<file path="config.mk">
export PLATFORM = sky130hd
export DESIGN_NAME = dac_serial_tx_multi
export DESIGN_NICKNAME = d
export VERILOG_FILES = /design/src/rtl/dac_serial_tx_multi.sv
export SDC_FILE = /design/constraint.sdc
export NUM_CORES = 1
export LEC_CHECK = 0
export BUFFER_PORTS_ARGS = -buffer_cell sky130_fd_sc_hd__clkbuf_2
export CAP_MARGIN = 20
export CORE_ASPECT_RATIO = 1.4
export CORE_UTILIZATION = 55
export CTS_CLUSTER_DIAMETER = 120
export DETAILED_ROUTE_END_ITERATION = 12
export GPL_TIMING_DRIVEN = 1
export PLACE_DENSITY = 0.83
export SLEW_MARGIN = 20
export SYNTH_ARGS = -nofsm -noshare
export SYNTH_HDL_FRONTEND = slang
export SYNTH_SLANG_ARGS = --single-unit
</file>
<file path="constraint.sdc">
create_clock -name Clock -period 3.2 [get_ports Clock]
set_input_delay 0 -clock Clock [delete_from_list [all_inputs] [get_ports Clock]]
set_output_delay 0 -clock Clock [all_outputs]
set_load 0.02 [all_outputs]
</file>
<file path="src/rtl/dac_serial_tx_multi.sv">
// dac_serial_tx_multi
//   Multi-channel serial DAC transmitter. One start/busy/done transaction
//   sends one frame {cmd, zero pad, sample} MSB first to every chip selected
//   in ch_mask. Chips are served in ascending index order, each on its own
//   active-low Sync. Sclk is generated internally from Clock.
// Ports
//   Clock    : system clock, rising edge
//   reset    : asynchronous, active-high
//   start    : transaction request, sampled only while idle
//   ch_mask  : chips to update (bit i = chip i)
//   cmd      : command field, shared by every frame of the transaction
//   data_in  : chip i sample at [i*DATA_W +: DATA_W]
//   busy     : transaction in progress
//   done     : one-cycle pulse at transaction end
//   Sync     : per-chip frame select, active-low
//   Sclk     : serial clock, idles high
//   Data_DAC : serial data, sampled by the DAC on Sclk falling edge
module dac_serial_tx_multi #(
  parameter int DATA_W  = 12,
  parameter int CMD_W   = 4,
  parameter int FRAME_W = 16,
  parameter int NUM_CH  = 2,
  parameter int CLK_DIV = 4,
  parameter int GAP_CYC = 2
) (
  input  logic                     Clock,
  input  logic                     reset,
  input  logic                     start,
  input  logic [NUM_CH-1:0]        ch_mask,
  input  logic [CMD_W-1:0]         cmd,
  input  logic [NUM_CH*DATA_W-1:0] data_in,
  output logic                     busy,
  output logic                     done,
  output logic [NUM_CH-1:0]        Sync,
  output logic                     Sclk,
  output logic                     Data_DAC
);

  localparam int DIV_W = (CLK_DIV > 1) ? $clog2(CLK_DIV) : 1;
  localparam int BIT_W = $clog2(FRAME_W + 1);
  localparam int GAP_W = (GAP_CYC > 1) ? $clog2(GAP_CYC) : 1;
  localparam int CH_W  = (NUM_CH > 1) ? $clog2(NUM_CH) : 1;

  generate
    if (FRAME_W < CMD_W + DATA_W) begin : g_bad_frame
      $error("dac_serial_tx_multi: FRAME_W must be >= CMD_W + DATA_W");
    end
    if (NUM_CH < 1 || NUM_CH > 8 || CLK_DIV < 1 || GAP_CYC < 1) begin : g_bad_param
      $error("dac_serial_tx_multi: NUM_CH 1..8, CLK_DIV >= 1, GAP_CYC >= 1");
    end
  endgenerate

  typedef enum logic [2:0] {S_IDLE, S_LOAD, S_SHIFT, S_GAP, S_FIN} state_t;
  state_t r_state, w_state_n;

  logic [NUM_CH-1:0]        r_pend;
  logic [CMD_W-1:0]         r_cmd;
  logic [NUM_CH*DATA_W-1:0] r_data;
  logic [CH_W-1:0]          r_ch;
  logic [FRAME_W-1:0]       r_shift;
  logic [DIV_W-1:0]         r_div;
  logic [BIT_W-1:0]         r_bits;
  logic [GAP_W-1:0]         r_gap;
  logic                     r_busy, r_done, r_sclk, r_dac;
  logic [NUM_CH-1:0]        r_sync;

  // Channel selection source: the live inputs on the accept edge (so Sync
  // can drop on the very edge that enters LOAD), the shadow copy afterwards.
  logic [NUM_CH-1:0]        w_src_mask;
  logic [CMD_W-1:0]         w_src_cmd;
  logic [NUM_CH*DATA_W-1:0] w_src_data;
  logic [CH_W-1:0]          w_sel;
  logic [DATA_W-1:0]        w_sel_data;
  logic [FRAME_W-1:0]       w_frame;
  logic [NUM_CH-1:0]        w_pend_left;
  logic w_idle, w_accept, w_tick, w_fall, w_rise, w_last, w_gap_end, w_enter_load;

  assign w_idle     = (r_state == S_IDLE);
  assign w_accept   = w_idle && start;
  assign w_src_mask = w_idle ? ch_mask : r_pend;
  assign w_src_cmd  = w_idle ? cmd     : r_cmd;
  assign w_src_data = w_idle ? data_in : r_data;

  // lowest set bit wins
  always_comb begin
    w_sel = '0;
    for (int i = NUM_CH - 1; i >= 0; i--)
      if (w_src_mask[i]) w_sel = CH_W'(i);
  end

  assign w_sel_data = w_src_data[w_sel*DATA_W +: DATA_W];
  assign w_frame    = (FRAME_W'(w_src_cmd) << (FRAME_W - CMD_W)) | FRAME_W'(w_sel_data);

  assign w_tick       = (r_state == S_SHIFT) && (r_div == DIV_W'(CLK_DIV - 1));
  assign w_fall       = w_tick &&  r_sclk;
  assign w_rise       = w_tick && !r_sclk;
  // the rise after the last falling edge closes the frame
  assign w_last       = w_rise && (r_bits == BIT_W'(FRAME_W));
  assign w_pend_left  = r_pend & ~(NUM_CH'(1) << r_ch);
  assign w_gap_end    = (r_state == S_GAP) && (r_gap == GAP_W'(GAP_CYC - 1));
  assign w_enter_load = (w_accept && (|ch_mask)) || w_gap_end;

  always_ff @(posedge Clock or posedge reset) begin
    if (reset) r_state <= S_IDLE;
    else       r_state <= w_state_n;
  end

  always_comb begin
    w_state_n = r_state;
    case (r_state)
      S_IDLE:  if (start) w_state_n = (|ch_mask) ? S_LOAD : S_FIN;
      S_LOAD:  w_state_n = S_SHIFT;
      S_SHIFT: if (w_last) w_state_n = (|w_pend_left) ? S_GAP : S_FIN;
      S_GAP:   if (w_gap_end) w_state_n = S_LOAD;
      S_FIN:   w_state_n = S_IDLE;
      default: w_state_n = S_IDLE;
    endcase
  end

  always_ff @(posedge Clock or posedge reset) begin
    if (reset) begin
      r_pend  <= '0;
      r_cmd   <= '0;
      r_data  <= '0;
      r_ch    <= '0;
      r_shift <= '0;
      r_div   <= '0;
      r_bits  <= '0;
      r_gap   <= '0;
      r_busy  <= 1'b0;
      r_done  <= 1'b0;
      r_sclk  <= 1'b1;
      r_dac   <= 1'b0;
      r_sync  <= '1;
    end else begin
      r_done <= (r_state == S_FIN);
      if (r_state == S_FIN) r_busy <= 1'b0;

      if (w_accept) begin
        r_pend <= ch_mask;
        r_cmd  <= cmd;
        r_data <= data_in;
        r_busy <= |ch_mask;
      end

      if (w_enter_load) begin
        r_ch    <= w_sel;
        r_sync  <= ~(NUM_CH'(1) << w_sel);
        r_sclk  <= 1'b1;
        r_dac   <= w_frame[FRAME_W-1];
        r_shift <= w_frame << 1;
        r_div   <= '0;
        r_bits  <= '0;
      end

      if (r_state == S_SHIFT)
        r_div <= w_tick ? '0 : r_div + DIV_W'(1);

      if (w_fall) begin
        r_sclk <= 1'b0;
        r_bits <= r_bits + BIT_W'(1);
      end

      if (w_rise) begin
        r_sclk <= 1'b1;
        if (w_last) begin
          r_sync <= '1;
          r_dac  <= 1'b0;
          r_pend <= w_pend_left;
          r_gap  <= '0;
        end else begin
          r_dac   <= r_shift[FRAME_W-1];
          r_shift <= r_shift << 1;
        end
      end

      if (r_state == S_GAP) r_gap <= r_gap + GAP_W'(1);
    end
  end

  assign busy     = r_busy;
  assign done     = r_done;
  assign Sync     = r_sync;
  assign Sclk     = r_sclk;
  assign Data_DAC = r_dac;

endmodule
</file>
# Yosys cells after proc, flatten, opt, wreduce, memory -nomap -nowiden
# Index checks and enable logic that the tools add are counted.
dict set report op_classes {
  add_sub_neg 3
  mul 1
  n_eq_ne 9
  n_shift 3
  mux 36
  bitwise 4
  n_reduce_logical 21
}
# op count
set ops {}
lappend ops {{two-way mux 16 bit} 3}
lappend ops {{two-way mux 24 bit} 1}
lappend ops {{variable part select 24 x 6 -> 12 bit} 1}
lappend ops {{two-way mux 2 bit} 10}
lappend ops {{OR 16 x 12 -> 16 bit} 1}
lappend ops {{two-way mux 3 bit} 5}
lappend ops {{two-way mux 1 bit} 13}
lappend ops {{case mux 3 bit (4 select lines)} 1}
lappend ops {{nonzero test 2 bit} 6}
lappend ops {{two-way mux 5 bit} 2}
lappend ops {{logical AND 1 bit} 7}
lappend ops {{== test 3 x 2 -> 1 bit, second input constant} 2}
lappend ops {{!= test 2 bit, second input constant} 3}
lappend ops {{adder 5 x 1 -> 5 bit, second input constant} 1}
lappend ops {{== test 5 bit, second input constant} 1}
lappend ops {{two-way mux 4 bit} 1}
lappend ops {{inverter 2 bit} 2}
lappend ops {{OR reduction 2 bit} 2}
lappend ops {{left shift 1 x 1 -> 2 bit, first input constant} 2}
lappend ops {{== test 3 x 1 -> 1 bit, second input constant} 1}
lappend ops {{== test 3 bit, second input constant} 1}
lappend ops {{logical NOT 3 bit} 1}
lappend ops {{multiplier 1 x 2 -> 3 bit, second input constant} 1}
lappend ops {{AND reduction 3 bit} 1}
lappend ops {{other kinds (8)} 8}
dict set report totals {
  ff_bits 64
  inputBits 33
  output_inout_bits 6
  elab_cells 91
}

# Longest topological paths before layout
dict set report depth {
  depth_word 10
  depth_mapped 7
  mapped_depth_nobuf 6
}

# Worst setup path after synthesis
# No wires, ideal clock.
dict set report synth_path {
  kind {reg2reg}
  from {reg r_bits[0]}
  to {reg r_pend[0]}
  setup_time_ps 121
  arrival_time_ps 1651
  t_required_ps 3079
  slack_ps 1428
  stages_incl_launch_ff 7
  path_buffers 0
  period_less_slack_ps 1772
  path_cell_list {dfrtp_1 > inv_1 > ha_1 > nor4bb_1 > nand3_2 > mux2_1 > a22o_1}
}
dict set report synth_between {
  elab_chain_cells 4
}
# element line_no
set synth_rtl {}
lappend synth_rtl {{from (decl)} 62} ;# logic [BIT_W-1:0] r_bits;
lappend synth_rtl {{from (signal assigned)} 161} ;# r_bits <= r_bits + BIT_W'(1);
lappend synth_rtl {{== test 5 bit} 98} ;# assign w_last = w_rise && (r_bits == BIT_W'(FRAME_W));
lappend synth_rtl {{logical AND 1 bit} 98}
lappend synth_rtl {{two-way mux 2 bit} 166} ;# if (w_last) begin
lappend synth_rtl {{two-way mux 2 bit} 164} ;# if (w_rise) begin
lappend synth_rtl {{to (signal assigned)} 140} ;# r_pend <= ch_mask;
lappend synth_rtl {{to (signal assigned)} 169} ;# r_pend <= w_pend_left;
lappend synth_rtl {{to (decl)} 56} ;# logic [NUM_CH-1:0] r_pend;
# No other way between the ends.
# A chain may end at the register's enable or synchronous reset.

# Worst setup path after layout
dict set report layout_path {
  from {reg r_state[2]}
  to {reg r_shift[11]}
}
dict set report layout_between {
  elab_chain_cells 10
  word_cells_on_any_way 20
  cone_classes {1 x mul; 2 x eq/ne; 1 x shift; 7 x mux; 1 x bitwise; 8 x reduce/logical}
}
# element line_no
set layout_rtl {}
lappend layout_rtl {{from (decl)} 54} ;# state_t r_state, w_state_n;
lappend layout_rtl {{from (signal assigned)} 105} ;# else r_state <= w_state_n;
lappend layout_rtl {{logical NOT 3 bit} 78} ;# assign w_idle = (r_state == S_IDLE);
lappend layout_rtl {{two-way mux 2 bit} 80} ;# assign w_src_mask = w_idle ? ch_mask : r_pend;
lappend layout_rtl {{two-way mux 1 bit (2 in series)} 88} ;# if (w_src_mask[i]) w_sel = CH_W'(i);
lappend layout_rtl {{multiplier 1 x 2 -> 3 bit} 91} ;# assign w_sel_data = w_src_data[w_sel*DATA_W +: DATA_W];
lappend layout_rtl {{variable part select 24 x 6 -> 12 bit} 91}
lappend layout_rtl {{OR 16 x 12 -> 16 bit} 92} ;# assign w_frame = (FRAME_W'(w_src_cmd) << (FRAME_W - CMD_W)) | FRAME_W'(w_sel_data);
lappend layout_rtl {{two-way mux 16 bit} 146} ;# if (w_enter_load) begin
lappend layout_rtl {{two-way mux 16 bit} 166}
lappend layout_rtl {{two-way mux 16 bit *} 164}
lappend layout_rtl {{to (signal assigned)} 151} ;# r_shift <= w_frame << 1;
lappend layout_rtl {{to (signal assigned)} 173} ;# r_shift <= r_shift << 1;
lappend layout_rtl {{to (decl)} 60} ;# logic [FRAME_W-1:0] r_shift;
# Mark *: on every way between the ends. The rest lies on a longest branch, timed or not.

==> results.sh <==
export IMPL_worst_clock_skew_ps=13.7
export IMPL_yosysTopAreaCellShare_pct=46.8
export IMPL_cp_max_fo=19
export IMPL_yosys_area_top_type="dfrtp_1"
export IMPL_portBuffers=38
export IMPL_grtUsageTotal_pct=27.2
export IMPL_drtAntennaViolNets=0
export IMPL_hp_class="in2reg"
export IMPL_synth_edf_count=0
export IMPL_place_ws_ps=1090
export IMPL_fin_tns_setup_ps=0
export IMPL_syn2layout_area_growth_pct=23.2
export IMPL_die_h_um=93.1
export IMPL_dpl_hpwl_um=4750
export IMPL_drive_gt1_share_pct=22.2
export IMPL_layout_setup_ws_ps=1070
export IMPL_min_period_ps=2130
export IMPL_finalSetupViolCount=0
export IMPL_overflow=0
export IMPL_seqPwrFrac_pct=40.9
export IMPL_grt_max_degree=42
export IMPL_grt_pass1_wl_um=12600
export IMPL_period_share_pct=66.5
export IMPL_synth_area_um2=3260
export IMPL_numCtsBuffers=9
export IMPL_grt_pass1_vias=2755
export IMPL_cts_tree="yes"
export IMPL_die_x_um=67.1
export IMPL_wl_per_cell_um=15.8
export IMPL_reg2reg_setup_slack_ps=1070
export IMPL_initial_core_util_pct=58.2
export IMPL_worstSkewPairLatency_ps=350
export IMPL_antenna_found_initial=0
export IMPL_row_count=32
export IMPL_syn_num_nets=366
export IMPL_post_cts_buffers=0
export IMPL_m1WireLength_um=3010
export IMPL_crit_required_ps=3490
export IMPL_swShare_pct=35.2
export IMPL_ys_types=45
export IMPL_drc=0
export IMPL_vdd_drop_max_mv=0.536
export IMPL_top_layer="met4"
export IMPL_worst_setup_path_start_kind="flop"
export IMPL_met3_length_um=299
export IMPL_coreArea_um2=5610
export IMPL_drv_cap=0
export IMPL_synth_ff_type="dfrtp_1"
export IMPL_finalHoldViolations=0
export IMPL_syn_inst=330
export IMPL_synth_avg_cell_area_um2=9.88
export IMPL_viasPerCell=5.74
export IMPL_status="finished clean"
export IMPL_cts_max_level=3
export IMPL_clock_sinks=64
export IMPL_slew_limit_headroom_pct=39.9
export IMPL_synth_seq_cells=64
export IMPL_wl_um=7390
export IMPL_holdPathStages=3
export IMPL_end_kind="flop"
export IMPL_path_clk_slew_ps=70
export IMPL_p_leak_nw=1.97
export IMPL_max_freq_mhz=470
export IMPL_vias=2694
export IMPL_powerDensity_nw_per_um2=869
export IMPL_p_comb_share_pct=35.6
export IMPL_synthTopCellsByArea="dfrtp_1, nand2_1, mux2_2"
export IMPL_cts_root_buf="clkbuf_8"
export IMPL_cp_arrival_ps=2420
export IMPL_slew_viol_final=0
export IMPL_diodes=0
export IMPL_gp_congestion=0.814
export IMPL_fin_area_um2=4020
export IMPL_clockBufferDepth=2
export IMPL_critPathKind="reg2reg"
export IMPL_tightest_slew_ps=896
export IMPL_p_int_mw=2.27
export IMPL_pwr_share_clk_pct=23.5
export IMPL_synth_warnings=0
export IMPL_final_util_pct=71.7
export IMPL_rsz0062_at_grt="no"
export IMPL_p_switching_mw=1.23
export IMPL_seq_area_frac_synth_pct=49.2
export IMPL_drt_first_pass_iters=4
export IMPL_fillCellCount=412
export IMPL_finalNetCount=433
export IMPL_wl_met2_um=3830
export IMPL_drtIter0Drc=200
export IMPL_reg2reg_depth=4
export IMPL_die_area_um2=6250
export IMPL_ios=39
export IMPL_async_reset_ff_share_pct=100
export IMPL_placed_area_um2=3470
[worst paths after layout]
path,start,to
worst max-delay path,r_state[2],r_shift[11]
worst min-delay path,start,r_state[2]
worst max register to register,r_state[2],r_shift[11]
worst min register to register,r_data[15],r_data[15]
max in group asynchronous,reset,r_shift[8]
min in group asynchronous,reset,r_gap
[flip-flops by register name, indices dropped and copies added, names as in the netlist]
name and flops:
Data_DAC 1, r_bits 5, busy 1, r_pend 2, r_ch 1, Sclk 1, r_shift 16, Sync 2
r_gap 1, r_data 24, r_div 2, r_state 3, done 1, r_cmd 4
[logic make-up (layout without fill, tap and decap cells)]
kind of cell	after synthesis	after routing	share of synthesized area [%]
simple gates	136	136	19.9
compound gates	68	68	15.0
flops	64	64	49.2
mux	32	32	10.5
buf+inv	27	98	4.33
fa+ha+maj	3	3	1.15
[per-layer routing]
metal	up-vias	GRT usage, %
met5	-	0
met4	0	12.4
met3	27	6.83
met2	82	45.1
met1	1294	32.5
li1	1291	-
[power groups by stage]
| stage | combinational, mW | sequential [mW] | clock [mW] |
|---|---|---|---|
| after global placement | 1.16 | 1.41 | 0 |
| after detailed placement | 1.20 | 1.43 | 0 |
| after global routing | 1.39 | 1.47 | 0.868 |
| after CTS | 1.24 | 1.42 | 0.832 |
| after floorplan | 0.991 | 1.38 | 0 |
| final | 1.24 | 1.43 | 0.822 |
[cells in the mapped netlist, types with 2 or more instances]
library cell,number
buf_6,2
ha_1,3
o22a_1,13
or3_1,2
and3_1,7
nor2_1,6
mux2i_1,15
buf_4,5
o22ai_1,4
dfstp_2,3
nand3_1,9
o21ai_0,22
a31oi_1,2
nand2_1,94
clkbuf_1,7
a21oi_1,3
dfrtp_1,61
mux2_2,16
buf_2,5
a22o_1,13
nor2b_1,4
nand3_2,2
inv_1,8
o32ai_1,2
a21o_1,2
[stage by stage]
step                power (mW)  std cells  hold WS, ps
floorplan                 2.37        330          105
global placement          2.57        423          201
detailed placement        2.63        423          205
CTS                       3.49        469         29.7
global route              3.74        469         95.2
finish                    3.49        469         45.1
[worst max-delay path: stages (launching register included)]
cell and delay, ps:
dfrtp_1 570, nand4b_4 330, a21boi_2 750, a22o_1 280, o22a_1 120
[cell type report]
cell class / instances / area, um^2 / area share, %
Clock buffer: 13 / 179 / 4.45
Timing Repair Buffer: 75 / 546 / 13.6
Multi-Input combinational cell: 239 / 1520 / 37.7
Sequential cell: 64 / 1610 / 39.9
Inverter: 8 / 30.0 / 0.747
Clock inverter: 2 / 60.1 / 1.49
Tap cell: 68 / 85.1 / 2.12
[repair_timing]
item | CTS | global route
resized for setup | 0 | 0
hold buffers | 31 | 0
hold endpoints to repair | 67 | 0
[placed cells by master (no fill, tap or decap), types with 2 or more instances in the layout]
| cell type | n |
|---|---|
| a21o_1 | 2 |
| a21oi_1 | 3 |
| a22o_1 | 13 |
| a31oi_1 | 2 |
| and3_1 | 7 |
| buf_4 | 6 |
| bufinv_16 | 2 |
| clkbuf_2 | 38 |
| clkbuf_8 | 13 |
| dfrtp_1 | 61 |
| dfstp_2 | 3 |
| dlygate4sd3_1 | 31 |
| ha_1 | 3 |
| inv_1 | 7 |
| mux2_2 | 16 |
| mux2i_1 | 15 |
| nand2_1 | 94 |
| nand3_1 | 9 |
| nand3_2 | 2 |
| nor2_1 | 6 |
| nor2b_1 | 4 |
| o21ai_0 | 22 |
| o22a_1 | 13 |
| o22ai_1 | 4 |
| o32ai_1 | 2 |
| or3_1 | 2 |
(Power assumes the default switching activity.)
